File: src/rtl/voice_mixer.sv
// Time-multiplexed N-voice mixer. Snapshots voices on sample_tick, then MACs one voice per clock.
// Optional peak meter built only when MIXER_PEAK_EN is defined.
module voice_mixer #(
    parameter int NUM_VOICES = 8,
    parameter int SAMPLE_W   = 16,
    parameter int GAIN_W     = 8,
    parameter int SHIFT      = 3
) (
    input  logic                           Clk,
    input  logic                           Reset_n,
    input  logic                           sample_tick,
    input  logic [NUM_VOICES*SAMPLE_W-1:0] voice_in,
    input  logic [NUM_VOICES*GAIN_W-1:0]   voice_gain,
    input  logic [NUM_VOICES-1:0]          voice_en,
    output logic [SAMPLE_W-1:0]            mix_out,
    output logic                           mix_valid,
    output logic                           clip,
    output logic                           busy,
    output logic                           overrun,
    output logic [SAMPLE_W-1:0]            peak_level,
    input  logic                           peak_clr
);
    // state | meaning
    // IDLE  | waiting for sample_tick; snapshot taken on the accepting edge
    // ACCUM | adds one gained voice per clock, NUM_VOICES cycles
    // DONE  | shift, saturate and publish the mix
    typedef enum logic [1:0] {IDLE, ACCUM, DONE} state_t;

    localparam int PROD_W = SAMPLE_W + GAIN_W + 1;
    localparam int ACC_W  = PROD_W + $clog2(NUM_VOICES);
    localparam int IDX_W  = $clog2(NUM_VOICES);

    localparam logic signed [ACC_W-1:0] SAT_MAX = (ACC_W'(1) <<< (SAMPLE_W - 1)) - ACC_W'(1);
    localparam logic signed [ACC_W-1:0] SAT_MIN = -SAT_MAX - ACC_W'(1);

    state_t state, state_nxt;

    logic signed [SAMPLE_W-1:0] snap_s [NUM_VOICES];
    logic        [GAIN_W-1:0]   snap_g [NUM_VOICES];
    logic        [NUM_VOICES-1:0] snap_en;
    logic signed [ACC_W-1:0]    acc;
    logic        [IDX_W-1:0]    idx;
    logic                       last_voice;

    logic signed [PROD_W-1:0]   samp_ext, gain_ext, prod, term;
    logic signed [ACC_W-1:0]    term_ext, sum_sh;
    logic signed [SAMPLE_W-1:0] sat_val;
    logic                       sat_hit;

    assign last_voice = (idx == IDX_W'(NUM_VOICES - 1));
    assign busy       = (state != IDLE);

    always_ff @(posedge Clk or negedge Reset_n) begin
        if (!Reset_n) state <= IDLE;
        else          state <= state_nxt;
    end

    always_comb begin
        state_nxt = state;
        case (state)
            IDLE:    if (sample_tick) state_nxt = ACCUM;
            ACCUM:   if (last_voice)  state_nxt = DONE;
            DONE:    state_nxt = IDLE;
            default: state_nxt = IDLE;
        endcase
    end

    // Gain is Q1.(GAIN_W-1); the shift floors toward -inf.
    always_comb begin
        samp_ext = PROD_W'(snap_s[idx]);
        gain_ext = PROD_W'($signed({1'b0, snap_g[idx]}));
        prod     = samp_ext * gain_ext;
        term     = prod >>> (GAIN_W - 1);
        term_ext = snap_en[idx] ? ACC_W'(term) : '0;
    end

    always_comb begin
        sum_sh  = acc >>> SHIFT;
        sat_hit = 1'b1;
        if (sum_sh > SAT_MAX)      sat_val = SAT_MAX[SAMPLE_W-1:0];
        else if (sum_sh < SAT_MIN) sat_val = SAT_MIN[SAMPLE_W-1:0];
        else begin
            sat_val = sum_sh[SAMPLE_W-1:0];
            sat_hit = 1'b0;
        end
    end

    always_ff @(posedge Clk or negedge Reset_n) begin
        if (!Reset_n) begin
            for (int k = 0; k < NUM_VOICES; k++) begin
                snap_s[k] <= '0;
                snap_g[k] <= '0;
            end
            snap_en   <= '0;
            acc       <= '0;
            idx       <= '0;
            mix_out   <= '0;
            mix_valid <= 1'b0;
            clip      <= 1'b0;
            overrun   <= 1'b0;
        end else begin
            mix_valid <= 1'b0;
            clip      <= 1'b0;
            overrun   <= sample_tick && (state != IDLE);
            case (state)
                IDLE: if (sample_tick) begin
                    for (int k = 0; k < NUM_VOICES; k++) begin
                        snap_s[k] <= voice_in[k*SAMPLE_W +: SAMPLE_W];
                        snap_g[k] <= voice_gain[k*GAIN_W +: GAIN_W];
                    end
                    snap_en <= voice_en;
                    acc     <= '0;
                    idx     <= '0;
                end
                ACCUM: begin
                    acc <= acc + term_ext;
                    idx <= last_voice ? '0 : idx + IDX_W'(1);
                end
                DONE: begin
                    mix_out   <= sat_val;
                    mix_valid <= 1'b1;
                    clip      <= sat_hit;
                end
                default: ;
            endcase
        end
    end

`ifdef MIXER_PEAK_EN
    logic [SAMPLE_W-1:0] abs_new;

    // The most negative code has no positive twin, so it reads as full scale.
    always_comb begin
        if (sat_val == SAT_MIN[SAMPLE_W-1:0]) abs_new = SAT_MAX[SAMPLE_W-1:0];
        else if (sat_val[SAMPLE_W-1])         abs_new = SAMPLE_W'(-sat_val);
        else                                  abs_new = sat_val;
    end

    always_ff @(posedge Clk or negedge Reset_n) begin
        if (!Reset_n) begin
            peak_level <= '0;
        end else if (state == DONE) begin
            if (peak_clr || (abs_new > peak_level)) peak_level <= abs_new;
        end else if (peak_clr) begin
            peak_level <= '0;
        end
    end
`else
    logic unused_peak_clr;
    assign unused_peak_clr = peak_clr;
    assign peak_level      = '0;
`endif

endmodule

File: config.mk
export PLATFORM = sky130hd
export DESIGN_NAME = voice_mixer
export DESIGN_NICKNAME = d
export VERILOG_FILES = /design/src/rtl/voice_mixer.sv
export SDC_FILE = /design/constraint.sdc
export NUM_CORES = 1
export LEC_CHECK = 0
export ABC_AREA = 1
export CORE_AREA = 2 2 189 191
export DETAILED_ROUTE_END_ITERATION = 6
export DIE_AREA = 0 0 191 193
export GPL_ROUTABILITY_DRIVEN = 1
export HOLD_SLACK_MARGIN = 0.03
export PLACE_DENSITY = 0.73
export RECOVER_POWER = 50
export SYNTH_ARGS = -nofsm -noshare
export SYNTH_HDL_FRONTEND = slang
export SYNTH_SLANG_ARGS = --single-unit
File: constraint.sdc
create_clock -name Clk -period 11.2 [get_ports Clk]
set_clock_uncertainty 0.2 [all_clocks]
set_input_delay 2.24 -clock Clk [delete_from_list [all_inputs] [get_ports Clk]]
set_output_delay 2.24 -clock Clk [all_outputs]
set_load 0.005 [all_outputs]
Word-level counts from Yosys, hierarchy flattened
Index checks and enable logic that the tools add are counted.
{"block": "op_classes", "add_sub_neg": 2, "magnitude_cmp": 4, "eq_ne": 5, "reduce_logical": 7, "bitwise": 1, "mul": 1, "mux": 23}
{"cell": "16-bit two-way mux", "count": 4}
{"cell": "28-bit two-way mux", "count": 2}
{"cell": "28-bit one-hot mux with 2 select lines", "count": 1}
{"cell": "16-bit binary-select mux with 3-bit select", "count": 1}
{"cell": "28-bit adder", "count": 1}
{"cell": "25-bit by 16-bit > comparator with 1-bit output, second input constant", "count": 1}
{"cell": "25-bit by 16-bit < comparator with 1-bit output, second input constant", "count": 1}
{"cell": "16-bit by 9-bit multiplier with 25-bit output", "count": 1}
{"cell": "8-bit binary-select mux with 3-bit select", "count": 1}
{"cell": "8-bit two-way mux", "count": 2}
{"cell": "3-bit two-way mux", "count": 2}
{"cell": "3-bit one-hot mux with 2 select lines", "count": 1}
{"cell": "2-bit AND reduction", "count": 3}
{"cell": "1-bit two-way mux", "count": 5}
{"cell": "4-bit >= comparator, second input constant", "count": 1}
{"cell": "3-bit by 4-bit < comparator with 1-bit output, second input constant", "count": 1}
{"cell": "2-bit two-way mux", "count": 2}
{"cell": "2-bit != test, second input constant", "count": 2}
{"cell": "3-bit inverter with 4-bit output", "count": 1}
{"cell": "2-bit one-hot mux with 2 select lines", "count": 1}
{"cell": "2-bit nonzero test", "count": 2}
{"cell": "3-bit by 1-bit adder with 3-bit output, second input constant", "count": 1}
{"cell": "1-bit binary-select mux with 3-bit select", "count": 1}
{"cell": "3-bit equality test, second input constant", "count": 1}
{"cell": "other kinds (4)", "count": 4}
{"block": "totals", "wordCells": 67, "ff_bits": 252, "in_bits": 204, "out_inout_bits": 36}

Depth between registers and ports, before layout
Gate-level depths: netlist of run 1.
{"block": "depth", "depth_word": 8, "depth_mapped": 51, "depth_no_buf": 48}

Worst setup path before layout of run 1
Ideal clock, no wire load.
{"block": "synth_timing", "path_kind": "reg-to-reg", "startpoint": "reg idx[0]", "endpoint": "reg acc[25]", "period_less_slack_ns": 8.020, "setup_slack_ns": 3.180, "path_stages_with_launch": 46, "n_path_buf": 4, "t_required_ns": 10.883, "setup_time_ns": 0.117, "t_arrival_ns": 7.703, "cell_sequence": "dfrtp_1 -> buf_2 -> clkbuf_1 -> clkbuf_1 -> o21ai_0 -> o22ai_1 -> inv_1 -> o21ai_1 -> clkbuf_1 -> nand2_1 -> fa_1 -> inv_1 -> fa_1 -> inv_1 -> fa_1 -> fa_1 -> inv_1 -> ha_1 -> (+10 left out) -> nand3_1 -> nand3_1 -> nand2_1 -> nor2_1 -> ha_1 -> nand2_1 -> nor3_1 -> nand2_1 -> o311ai_0 -> nand3_1 -> nand2_2 -> nand2_1 -> nand2_2 -> nand2_1 -> nand2_1 -> nand2_1 -> nand3_1 -> nand2_1"}
{"block": "synth_via", "elab_chain_cells": 8, "elab_cells_between_ends": 13, "classes_between": "add/sub: 1; mul: 1; mux: 10; bitwise: 1"}
{"element": "from (decl)", "line": "42", "text": "logic [IDX_W-1:0] idx;"}
{"element": "from (signal assigned)", "line": "117", "text": "idx <= last_voice ? '0 : idx + IDX_W'(1);"}
{"element": "3-bit inverter with 4-bit output (implied by the code)", "line": "70, 71"}
{"element": "16-bit binary-select mux with 3-bit select or 8-bit binary-select mux with 3-bit select (tied branches)", "line": "70, 71"}
{"element": "16-bit two-way mux (implied by the code) or 8-bit two-way mux (tied branches) (2 in series)", "line": "70, 71"}
{"element": "16-bit by 9-bit multiplier with 25-bit output", "line": "72", "text": "prod = samp_ext * gain_ext;"}
{"element": "28-bit two-way mux (*)", "line": "74", "text": "term_ext = snap_en[idx] ? ACC_W'(term) : '0;"}
{"element": "28-bit adder (*)", "line": "116", "text": "acc <= acc + term_ext;"}
{"element": "28-bit one-hot mux with 2 select lines (*)", "line": "105", "text": "case (state)"}
{"element": "to (signal assigned)", "line": "116"}
{"element": "to (decl)", "line": "41", "text": "logic signed [ACC_W-1:0] acc;"}
Every way passes the cells marked *; elsewhere a longest branch is shown, timed or not. The select of a mux whose other input is x is not followed.
A chain may end at the register's enable or synchronous reset.

Worst setup path in the final report of run 1
Ends and elaborated chain as after synthesis.

==> reports/results.ini, run 1 <==
[run_status]
status = complete, but fails checks
violations = capacitance limit, slew limit

[clocking]
insertion_delay_ps = 550
numClockSinks = 252
cts_resized = 0
post-cts-setup-buffers = 0
clockBufferDepth = 3
cts_root_buf = clkbuf_16
clk_pin_slew_ps = 60
cts_tree = built
hold_buffers = 0
htree_levels = 1
cts_buffers = 27

[synthesis]
netlist_area_um2 = 17200
ys_seq_area_frac = 0.367
ys_warn_count = 0
synthArstFlopShare = 1.00
avgSynthCellArea_um2 = 7.49
ys_ff_latch = 252
synth_edf_count = 0
synthCells = 2291
ys.flop_type = dfrtp_1
synth.distinct_cells = 49

[critical_path]
endpoint_kind = flip-flop
path_class = flip-flop to flip-flop
cp_top_family = adder cells
ff2ff_path_depth = 40
timing.critical_path.buf_inv = 9
reg2reg_slack_ps = 1630
worstPathRequired_ps = 11430
path_common_cell = inv_1
crit_slowest_cell = o21ai_1
start_kind = flip-flop
crit_cells = 40
worst-path-max-fanout = 96
cpPeakStageDelay_ps = 860
cp.arrival_ps = 9800

[global_routing]
antenna_found_initial = 0
grt_max_degree = 228
grt_overflow = 0
grt_pass1_wl_um = 73600
grt_usage = 0.246
grt_pass1_vias = 15200

[route]
vias_per_cell = 5.19
firstDrtPassIters = 6
drc = 0
wl_um = 44300
vias = 15300
routedWlPerCell_um = 15.1
ant_nets = 0
drt_iter0_drc = 1049

[die]
initial_core_util = 0.491
die_w_um = 191
num_rows = 69
core_area_um2 = 35000
die_h_um = 193
ioPinCount = 240
dieArea_um2 = 36900

[place]
port_buffers = 222
gp_congestion = 0.882
dp_hpwl_um = 32200
dp_cells = 2890

[sta]
slew_headroom = -2.87
drv_slew = 257
rsz0062_at_grt = false
max_freq_mhz = 105
period_needed_ps = 9570
tns_ps = 0
holdWs_ps = 265
setup_violations = 0
worstMarginPinSlew_ps = 5800
finalHoldViolCount = 0
fin_crit_sh = 0.854

[worst_hold_path]
hp-class = flip-flop to flip-flop
whs_path_depth = 2

[layout]
finalNonFillerCells = 2938
mostFrequentLayoutCells = nand2_1 (816), inv_1 (261), dfrtp_1 (251), nor2_1 (241), clkdlybuf4s50_1 (220)
fin_nets = 2831
area_delta_synth_final_pct = 19.8
drive_above_1_share = 0.0335
insertedDiodeCount = 0
final_common_cell = nand2_1

[run]
drv_cap = 3

[cell type report]
cell class                 count  area (um^2)
sequential                   252         6310
clock inverter                 7          120
multi-input combinational   1672         9400
clock buffer                  41          818
timing repair buffer         237         2330
tap                          461          577
inverter                     268         1010
fill                        3166        14400
[cell families after synthesis]
family | count (synthesis) | synth area share
compound gates | 317 | 0.103
xor+xnor | 19 | 0.0106
fa+ha+maj | 169 | 0.168
buf+inv | 382 | 0.0886
flops | 252 | 0.367
other cells | 1 | 0.000218
simple gates | 1151 | 0.263
[state kept, by name (all words and copies together), names as in the netlist]
| signal | count |
|---|---|
| snap_en | 8 |
| mix_valid | 1 |
| state | 2 |
| mix_out | 16 |
| idx | 3 |
| overrun | 1 |
| snap_g | 64 |
| clip | 1 |
| snap_s | 128 |
| acc | 28 |
[worst paths after layout]
path	start	to
min in group asynchronous	Reset_n	snap_g[8]
max in group asynchronous	Reset_n	snap_s[106]
max	idx[0]	acc[25]
min	snap_g[19]	snap_g[19]
min reg2reg	snap_g[19]	snap_g[19]
max reg2reg	idx[0]	acc[25]
[Yosys cell counts, types with 8 or more instances]
library cell  number  area (um^2)
clkbuf_1          82          308
nand3_1           50          250
o21ai_0          160          801
dfrtp_1          252         6310
o22ai_1           42          263
xnor2_1            8         70.1
nor2_1           241          905
nand4_1           15         93.8
o21ai_1            9         45.0
ha_1              67          838
a21oi_1           70          350
buf_4             18          135
inv_1            262          983
xor2_1             9         78.8
fa_1             102         2040
nand2_1          816         3060
[metrics by stage]
stage | utilization | instance area [um^2] | setup slack (ps)
3_5_place_dp | 0.562 | 19700 | 1670
5_1_grt | 0.588 | 20600 | 832
2_1_floorplan | - | 17200 | 3180
6_report | 0.588 | 20600 | 1630
3_3_place_gp | 0.562 | 19700 | 1890
4_1_cts | 0.589 | 20600 | 1650
[worst register-to-register path, delay by kind of cell (launching register included)]
kind	cells	cell delay [ps]
flip-flops	1	490
AO/OA/AOI/OAI	8	2550
adder cells (fa/ha/maj)	6	2750
AND/OR/NAND/NOR	17	2220
buffers and inverters	9	1240
[per-layer routing]
| layer | wire length [um] | track usage |
|---|---|---|
| met5 | 0 | 0 |
| met4 | 1390 | 0.0796 |
| met3 | 2410 | 0.0299 |
| met2 | 20700 | 0.415 |
| met1 | 19800 | 0.332 |
Power of run 1 is left out: the tool's default activity adds up to more than one toggle a clock period on the data nets, which glitch-free logic cannot reach.
==> inputs of run 2 (changes only) <==
- GPL_ROUTABILITY_DRIVEN: 1 -> 0
- clock period: 11.2 -> 9.5 ns (I/O delays scaled with it)
==> reports/results.ini, run 2 (synthesized netlist as in run 1, its figures left out) <==
[run_status]
status = complete, but fails checks
violations = capacitance limit, slew limit

[route]
drt_iter0_drc = 1094
drc = 0
wl_um = 44000
routedWlPerCell_um = 14.9
vias = 15300
vias_per_cell = 5.18
firstDrtPassIters = 6
ant_nets = 0

[critical_path]
timing.critical_path.buf_inv = 10
path_class = flip-flop to flip-flop
cp.arrival_ps = 8990
path_common_cell = nand2_1
start_kind = flip-flop
cp_top_family = adder cells
worstPathRequired_ps = 9730
endpoint_kind = flip-flop
worst-path-max-fanout = 51
crit_slowest_cell = fa_1
cpPeakStageDelay_ps = 540

[sta]
drv_slew = 499
rsz0062_at_grt = false
finalHoldViolCount = 0
fin_crit_sh = 0.922
worstMarginPinSlew_ps = 6220
max_freq_mhz = 114
slew_headroom = -3.15
setup_violations = 0
period_needed_ps = 8760
tns_ps = 0

[layout]
final_common_cell = nand2_1
mostFrequentLayoutCells = nand2_1 (816), inv_1 (261), dfrtp_1 (251), nor2_1 (241), clkdlybuf4s50_1 (220)
regMostFlops = snap_s
fin_nets = 2841
largest_reg_flops = 128
fill_cells = 3162
area_delta_synth_final_pct = 20.1
reg_top3 = snap_s: 128 flops, snap_g: 64 flops, acc: 28 flops
drive_above_1_share = 0.0370
insertedDiodeCount = 0

[clocking]
clockBufferDepth = 3
clk_pin_slew_ps = 60
insertion_delay_ps = 550
hold_buffers = 0
cts_buffers = 27
post-cts-setup-buffers = 0
htree_levels = 1
cts_root_buf = clkbuf_16
cts_tree = built
numClockSinks = 252

[die]
core_area_um2 = 35000
dieArea_um2 = 36900
initial_core_util = 0.491
die_h_um = 193
num_rows = 69
ioPinCount = 240
die_w_um = 191

[global_routing]
grt_pass1_vias = 15200
grt_pass1_wl_um = 73400
antenna_found_initial = 0
grt_usage = 0.244
grt_overflow = 0
grt_max_degree = 228

[run]
drv_cap = 4

[worst_hold_path]
hp-class = flip-flop to flip-flop

[place]
dp_hpwl_um = 32700
port_buffers = 222

## run 2: layout make-up
class	instances	area, um^2	area share
clock buffers	41	798	0.0387
clock inverters	7	106	0.00516
multi-input cells	1672	9400	0.456
repair buffers	247	2420	0.117
inverters	268	1010	0.0489
flip-flops and latches	252	6310	0.306
well taps	461	577	0.0280
## run 2: what timing repair did
item	in CTS	in global routing
resized for setup	0	2
endpoints found under the hold margin	0	0
endpoints found under the setup margin	0	1
## run 2: worst paths after layout
path                                  start     endpoint  slack [ps]  cells past startpoint
worst min-delay path            snap_s[102]  snap_s[102]         270                      2
worst max register to register       idx[0]      acc[25]         740                     41
max in group asynchronous           Reset_n   snap_g[55]        1630                      2
worst min register to register  snap_s[102]  snap_s[102]         270                      2
worst max-delay path                 idx[0]      acc[25]         740                     41
min in group asynchronous           Reset_n   snap_g[16]        3410                      1
## run 2: layer usage
| metal | vias up | track usage | wire (um) |
|---|---|---|---|
| met5 | - | 0 | 0 |
| met4 | 0 | 0.0790 | 1420 |
| met3 | 70 | 0.0270 | 2610 |
| met2 | 513 | 0.415 | 20700 |
| met1 | 7206 | 0.329 | 19300 |
| li1 | 7468 | - | - |
## run 2: stage by stage
| stage | instances | worst slack (ps) | instance area [um^2] | hold slack, ps | util |
|---|---|---|---|---|---|
| 5_1_grt | 2948 | 70.7 | 20600 | 277 | 0.590 |
| 6_report | 2948 | 737 | 20600 | 265 | 0.590 |
| 4_1_cts | 2948 | 706 | 20700 | 268 | 0.591 |
| 2_1_floorplan | 2306 | 1480 | 17200 | 237 | - |
| 3_3_place_gp | 2900 | 899 | 19800 | 249 | 0.565 |
| 3_5_place_dp | 2900 | 743 | 19800 | 253 | 0.565 |
## run 2: worst min-delay path, stage by stage (launching register included)
cell and delay (ps):
dfrtp_1 340, nand2_1 50, nand2_1 50
Power of run 2 is left out for the same reason.
==> inputs of run 3 (changes only) <==
- CAP_MARGIN: not set -> 40
==> results of run 3 <==
The final DEF is identical to that of run 2; final timing and power are the same.
Power of run 3 is left out for the same reason.
